--- src/rtl/apb_pkg.sv ---
// Shared APB definitions used by the requester and the 16-entry register slave.
package apb_pkg;

  localparam int APB_ADDR_W = 32;
  localparam int APB_DATA_W = 8;
  localparam int APB_DEPTH  = 16;

  typedef enum logic [1:0] {
    IDLE   = 2'd0,
    SETUP  = 2'd1,
    ACCESS = 2'd2,
    RESP   = 2'd3
  } apb_m_state_e;

endpackage

--- src/rtl/apb_m_chk.sv ---
// Protocol invariants for the APB requester, observed on its registered outputs.
module apb_m_chk (
  input logic pclk,
  input logic preset,
  input logic cmd_ready,
  input logic psel,
  input logic penable,
  input logic rsp_valid,
  input logic rsp_err,
  input logic rsp_timeout
);

  a_enable_needs_select: assert property (@(posedge pclk) disable iff (preset)
    penable |-> psel)
    else $error("apb_m_chk: penable without psel");

  a_idle_is_quiet: assert property (@(posedge pclk) disable iff (preset)
    cmd_ready |-> (!psel && !penable && !rsp_valid))
    else $error("apb_m_chk: bus or response active while accepting commands");

  a_rsp_excludes_bus: assert property (@(posedge pclk) disable iff (preset)
    rsp_valid |-> !psel)
    else $error("apb_m_chk: response presented while bus selected");

  a_timeout_is_error: assert property (@(posedge pclk) disable iff (preset)
    rsp_timeout |-> rsp_err)
    else $error("apb_m_chk: timeout without error flag");

endmodule

--- src/rtl/apb_m.sv ---
// APB3 requester: one local command in, one single APB transfer, one response out.
module apb_m
  import apb_pkg::*;
#(
  parameter int ADDR_W  = APB_ADDR_W,
  parameter int DATA_W  = APB_DATA_W,
  parameter int TIMEOUT = 16
) (
  input  logic              pclk,
  input  logic              preset,
  input  logic              cmd_valid,
  output logic              cmd_ready,
  input  logic              cmd_write,
  input  logic [ADDR_W-1:0] cmd_addr,
  input  logic [DATA_W-1:0] cmd_wdata,
  output logic              rsp_valid,
  input  logic              rsp_ready,
  output logic [DATA_W-1:0] rsp_rdata,
  output logic              rsp_err,
  output logic              rsp_timeout,
  output logic [ADDR_W-1:0] paddr,
  output logic              psel,
  output logic              penable,
  output logic              pwrite,
  output logic [DATA_W-1:0] pwdata,
  input  logic [DATA_W-1:0] prdata,
  input  logic              pready,
  input  logic              pslverr
);

  localparam int CNT_W = $clog2(TIMEOUT + 1);
  localparam logic [CNT_W-1:0] CNT_LAST = CNT_W'(TIMEOUT - 1);

  apb_m_state_e      state_r, state_s;
  logic [CNT_W-1:0]  cnt_r, cnt_s;
  logic [ADDR_W-1:0] paddr_r, paddr_s;
  logic              psel_r, psel_s;
  logic              penable_r, penable_s;
  logic              pwrite_r, pwrite_s;
  logic [DATA_W-1:0] pwdata_r, pwdata_s;
  logic              rsp_valid_r, rsp_valid_s;
  logic [DATA_W-1:0] rsp_rdata_r, rsp_rdata_s;
  logic              rsp_err_r, rsp_err_s;
  logic              rsp_timeout_r, rsp_timeout_s;

  assign cmd_ready   = (state_r == IDLE);
  assign paddr       = paddr_r;
  assign psel        = psel_r;
  assign penable     = penable_r;
  assign pwrite      = pwrite_r;
  assign pwdata      = pwdata_r;
  assign rsp_valid   = rsp_valid_r;
  assign rsp_rdata   = rsp_rdata_r;
  assign rsp_err     = rsp_err_r;
  assign rsp_timeout = rsp_timeout_r;

  // Next-state and next-register decode; every register holds unless a state says otherwise.
  always_comb begin
    state_s       = state_r;
    cnt_s         = cnt_r;
    paddr_s       = paddr_r;
    psel_s        = psel_r;
    penable_s     = penable_r;
    pwrite_s      = pwrite_r;
    pwdata_s      = pwdata_r;
    rsp_valid_s   = rsp_valid_r;
    rsp_rdata_s   = rsp_rdata_r;
    rsp_err_s     = rsp_err_r;
    rsp_timeout_s = rsp_timeout_r;

    case (state_r)
      IDLE: begin
        if (cmd_valid) begin
          paddr_s  = cmd_addr;
          pwrite_s = cmd_write;
          pwdata_s = cmd_write ? cmd_wdata : {DATA_W{1'b0}};
          psel_s   = 1'b1;
          state_s  = SETUP;
        end else begin
          state_s = IDLE;
        end
      end

      SETUP: begin
        penable_s = 1'b1;
        cnt_s     = {CNT_W{1'b0}};
        state_s   = ACCESS;
      end

      ACCESS: begin
        // A completing pready wins over an expiring timeout in the same cycle.
        if (pready) begin
          rsp_rdata_s   = pwrite_r ? {DATA_W{1'b0}} : prdata;
          rsp_err_s     = pslverr;
          rsp_timeout_s = 1'b0;
          psel_s        = 1'b0;
          penable_s     = 1'b0;
          rsp_valid_s   = 1'b1;
          state_s       = RESP;
        end else if (cnt_r == CNT_LAST) begin
          rsp_rdata_s   = {DATA_W{1'b0}};
          rsp_err_s     = 1'b1;
          rsp_timeout_s = 1'b1;
          psel_s        = 1'b0;
          penable_s     = 1'b0;
          rsp_valid_s   = 1'b1;
          state_s       = RESP;
        end else begin
          cnt_s = cnt_r + CNT_W'(1);
        end
      end

      RESP: begin
        if (rsp_ready) begin
          rsp_valid_s = 1'b0;
          state_s     = IDLE;
        end else begin
          state_s = RESP;
        end
      end

      default: begin
        psel_s      = 1'b0;
        penable_s   = 1'b0;
        rsp_valid_s = 1'b0;
        state_s     = IDLE;
      end
    endcase
  end

  // State and registered-output update with synchronous reset.
  always_ff @(posedge pclk) begin
    if (preset) begin
      state_r       <= IDLE;
      cnt_r         <= {CNT_W{1'b0}};
      paddr_r       <= {ADDR_W{1'b0}};
      psel_r        <= 1'b0;
      penable_r     <= 1'b0;
      pwrite_r      <= 1'b0;
      pwdata_r      <= {DATA_W{1'b0}};
      rsp_valid_r   <= 1'b0;
      rsp_rdata_r   <= {DATA_W{1'b0}};
      rsp_err_r     <= 1'b0;
      rsp_timeout_r <= 1'b0;
    end else begin
      state_r       <= state_s;
      cnt_r         <= cnt_s;
      paddr_r       <= paddr_s;
      psel_r        <= psel_s;
      penable_r     <= penable_s;
      pwrite_r      <= pwrite_s;
      pwdata_r      <= pwdata_s;
      rsp_valid_r   <= rsp_valid_s;
      rsp_rdata_r   <= rsp_rdata_s;
      rsp_err_r     <= rsp_err_s;
      rsp_timeout_r <= rsp_timeout_s;
    end
  end

  apb_m_chk u_chk (
    .pclk        (pclk),
    .preset      (preset),
    .cmd_ready   (cmd_ready),
    .psel        (psel),
    .penable     (penable),
    .rsp_valid   (rsp_valid),
    .rsp_err     (rsp_err),
    .rsp_timeout (rsp_timeout)
  );

endmodule
--- config.mk ---
export PLATFORM = sky130hd
export DESIGN_NAME = apb_m
export DESIGN_NICKNAME = d
export VERILOG_FILES = /design/src/rtl/apb_pkg.sv /design/src/rtl/apb_m_chk.sv /design/src/rtl/apb_m.sv
export SDC_FILE = /design/constraint.sdc
export NUM_CORES = 1
export LEC_CHECK = 0
export ABC_AREA = 1
export CORE_MARGIN = 2
export CORE_UTILIZATION = 42
export CTS_BUF_LIST = sky130_fd_sc_hd__clkbuf_4 sky130_fd_sc_hd__clkbuf_8
export DETAILED_ROUTE_END_ITERATION = 12
export GPL_TIMING_DRIVEN = 0
export PLACE_DENSITY = 0.83
export SETUP_SLACK_MARGIN = 0.02
export SYNTH_ARGS = -nofsm -noshare
export SYNTH_HDL_FRONTEND = slang
export SYNTH_SLANG_ARGS = --single-unit
--- constraint.sdc ---
create_clock -name pclk -period 1.85 [get_ports pclk]
set_clock_uncertainty 0.1 [all_clocks]
set_input_delay 0.37 -clock pclk [delete_from_list [all_inputs] [get_ports pclk]]
set_output_delay 0.37 -clock pclk [all_outputs]
set_load 0.01 [all_outputs]
==> results.txt <==
The run finished with clean final reports. The flop and latch count out of synthesis came out at 61. The maximum fanout along the worst path is 3.

The floorplan step defined a core boundary enclosing 5170 sq um. The Yosys warning count came out at 0. In this run the horizontal extent of the chip is 77.5 microns. The max-capacitance violation count is 0. The later pin in the worst-skew pair is clocked with a latency of 0.32 ns. The maximum number of pins on one net before global-route repair is 11. The largest vdd supply drop is 0.000519 V. The mapped netlist covers 2270 sq um. Traced cell by cell, the critical path runs through clkdlybuf4s50_1. Net switching is 26.2% of the power.

The fraction of layout instances using a drive strength above 1 came out at 8.52%. The number of remaining DRC errors is 0. Counting the buffers created by CTS gives 9. Synthesis handed over a netlist of 289 instances. Leaving out fill and tap cells, the most frequent cell in the layout is sky130_fd_sc_hd__clkdlybuf4s50_1. The sequential element share of the synthesized area is 53.9%. At the pin with the least slew margin, the transition time is 0.546 ns. The top cell types in the final layout, fill and taps aside, are sky130_fd_sc_hd__clkdlybuf4s50_1, sky130_fd_sc_hd__nor2_1, sky130_fd_sc_hd__dfxtp_1, sky130_fd_sc_hd__nand2_1, sky130_fd_sc_hd__o21ai_0. In this run the biggest area consumer among cell types represents 53.9% of the synthesized area.

110 I/O pins were placed. The final-report hold violation count was 0. The sequential cells in the finished layout cover a total of 1220 sq um. The cell leakage power is 1.41 nW.

The slowest stage of the critical path is the sky130_fd_sc_hd__clkdlybuf4s50_1 cell. The capture point of the worst reg-to-reg path is cnt_r[2]. The first global-routing pass estimated 9.95 mm of wire. The count of nets left with antenna violations after detail routing came out at 0. The detail-routed net length per standard cell came out at 13.0 microns. The portion of the clock cycle consumed by the worst path in the final layout is 93.7%. The total power per unit cell area came out at 935 nW/um^2.

After detailed routing, the number of vias per cell comes to 4.85. In this run the worst setup path terminates at pwrite. The switching power summed over all nets came out at 0.000891 W. The final period demand of the worst path came out at 1.73 ns. 0 antenna diodes ended up in the layout. For flop-to-flop paths, the worst setup slack is 0.13 ns. The count of vias placed by the detailed router came out at 2,333.

Setup repair after global routing could not meet its margin everywhere. The number of DRC violations after detailed-routing iteration 0 is 102. The share of synthesized flip-flops with an asynchronous set or reset is 0%. By startpoint and endpoint, the worst setup path is classified as reg -> out.

The number of synthesized flops with an enable pin came out at 0. The number of hold buffers added after cts is 0. The number of H-tree levels came out at 3. The placer congestion estimate is 0.862. The number of antenna violations at the first check in global routing came out at 0. The max-slew violation count came out at 0. In the global route stage, overall resource usage came out at 20.7%. The net total in the final layout came out at 464. The CTS tree is done.

In this run the number of cells on the critical path is 1. The internal power of the cells came out at 0.00251 W. The clock sink count came out at 61. The detailed-placement wirelength estimate came out at 4.66 mm. The overflow left after global routing came out at 0. The maximum cell stage delay along the critical path came out at 0.56 ns. The total wire length came out at 6.23 mm.

After clock tree synthesis, the clock-pin slew on the worst setup and hold paths is 0.06 ns. The required time of the critical path is 1.38 ns. The worst register-to-register path has a depth of 9. Synthesis produced a netlist with a net count of 346.

The relative max-transition margin came out at 63.5%. After synthesis, the cell types taking the most area are sky130_fd_sc_hd__dfxtp_1, sky130_fd_sc_hd__nor2_1, sky130_fd_sc_hd__nand2_1. The biggest area consumer among synthesized cells is sky130_fd_sc_hd__dfxtp_1. The portion of total power attributed to the clock network came out at 34.3%.

Setup violations remaining at the end of the flow were counted as 0. The number of global-route vias before repair came out at 2,114. The startpoint type of the worst setup path is a flip-flop.

The number of inserted filler cells in the final layout is 416. The startpoint identified for the worst register-to-register timing path is cnt_r[0]. On the critical path the largest part of the delay comes from buffers and inverters. The average instance in the mapped netlist occupies 7.84 sq um.

The number of port buffers came out at 106. The overall die height came out at 77.5 microns. The multi-input gate area in the final layout came out at 918 sq um. The deepest clock path buffer count came out at 2.

The total die area came out at 6000 sq um. The combined buffer and inverter count along the critical path is 1. The power share of the combinational group came out at 21.8%. The starting density of the core is 43.8%. The top flip-flop cell by instance count after synthesis is sky130_fd_sc_hd__dfxtp_1. The library cell used as clock root buffer is sky130_fd_sc_hd__clkbuf_8. The first-pass iteration count of the detailed router is 4. Relative to the synthesized area, the layout overhead comes to 60.5%.

The number of rows created at floorplan is 26. The part of the power in registers came out at 43.9%. The tightest hold margin came out at 0.300 ns.

The post-route total power is 0.00340 W. The min-delay analysis places its worst path in the category in -> reg. The fmax is 577 MHz.

The kind of end point of the critical path is an output port. The critical path startpoint is pwrite. The number of distinct library cells after synthesis came out at 20. The arrival time of data at the critical path endpoint is 1.26 ns.
[synthesized netlist by cell type (2+ instances only)]
| library cell | n |
|---|---|
| sky130_fd_sc_hd__buf_1 | 2 |
| sky130_fd_sc_hd__ha_1 | 2 |
| sky130_fd_sc_hd__clkbuf_1 | 4 |
| sky130_fd_sc_hd__nand2_1 | 38 |
| sky130_fd_sc_hd__inv_1 | 8 |
| sky130_fd_sc_hd__nand4_1 | 9 |
| sky130_fd_sc_hd__dfxtp_1 | 61 |
| sky130_fd_sc_hd__o21ai_0 | 27 |
| sky130_fd_sc_hd__nand3_1 | 13 |
| sky130_fd_sc_hd__o21ai_1 | 17 |
| sky130_fd_sc_hd__buf_6 | 3 |
| sky130_fd_sc_hd__nor2_1 | 75 |
| sky130_fd_sc_hd__a21oi_1 | 18 |
| sky130_fd_sc_hd__buf_2 | 6 |
[timing repair]
item,in CTS,in global routing
setup buffers,1,0
pin swaps,1,0
endpoints found under the setup margin,1,16
resized for setup,0,7
[power by group through the flow]
stage          sequential [W]  combinational, W  clock [W]
2_1_floorplan         0.00157          0.000282          0
6_report              0.00149          0.000742    0.00117
5_1_grt               0.00151          0.000804    0.00126
3_5_place_dp          0.00152          0.000735          0
3_3_place_gp          0.00152          0.000721          0
4_1_cts               0.00149          0.000745    0.00119
[state kept, by name (all words and copies together), names as in the netlist]
name,cells
cnt_r,5
paddr,32
penable,1
pwdata,8
state_r,2
rsp_valid,1
rsp_rdata,8
psel,1
pwrite,1
rsp_err,1
rsp_timeout,1
[cell type report]
| cell class | instances | area share (%) |
|---|---|---|
| clock buffer | 11 | 4.16 |
| buffer | 17 | 2.79 |
| multi-input combinational | 202 | 25.3 |
| sequential | 61 | 33.7 |
| tap | 70 | 2.41 |
| timing repair buffer | 107 | 29.5 |
| inverter | 9 | 0.964 |
| clock inverter | 4 | 1.31 |
[layer usage]
metal | GRT usage [%] | share of wire (%) | wire length [microns] | up-vias
li1 | - | - | - | 1183
met4 | 7.50 | 1.2 | 76 | 0
met5 | 0 | 0 | 0 | -
met3 | 4.77 | 6.1 | 378 | 9
met1 | 26.0 | 44 | 2760 | 1058
met2 | 34.6 | 48 | 3020 | 83
[cells by family after synthesis]
| group | count (synthesis) | synth area share, % |
|---|---|---|
| fa+ha+maj | 2 | 1.10 |
| simple gates | 137 | 25.1 |
| buf+inv | 26 | 5.91 |
| compound gates | 63 | 14.0 |
| flops | 61 | 53.9 |
[stage by stage]
stage / TNS, ns / instances / utilization (%) / worst slack (ns) / cell area [sq um]
CTS: 0 / 481 / 70.0 / 0.0208 / 3620
detailed placement: 0 / 465 / 66.0 / 0.0626 / 3410
global route: -0.209 / 481 / 70.3 / -0.0305 / 3640
finish: 0 / 481 / 70.3 / 0.116 / 3640
floorplan: 0 / 289 / - / 0.375 / 2270
global placement: 0 / 465 / 66.0 / 0.0960 / 3410
[worst min-delay path by stage]
stage | slack [ns] | depth (start not counted) | from | end
2_1_floorplan | 0.36 | 2 | cnt_r[4] | cnt_r[4]
3_3_place_gp | 0.35 | 2 | penable | penable
3_5_place_dp | 0.35 | 2 | pwdata[4] | pwdata[4]
4_1_cts | 0.30 | 2 | preset | pwdata[4]
5_1_grt | 0.33 | 2 | preset | pwdata[4]
6_report | 0.30 | 2 | preset | pwdata[4]
(Power assumes the default switching activity.)
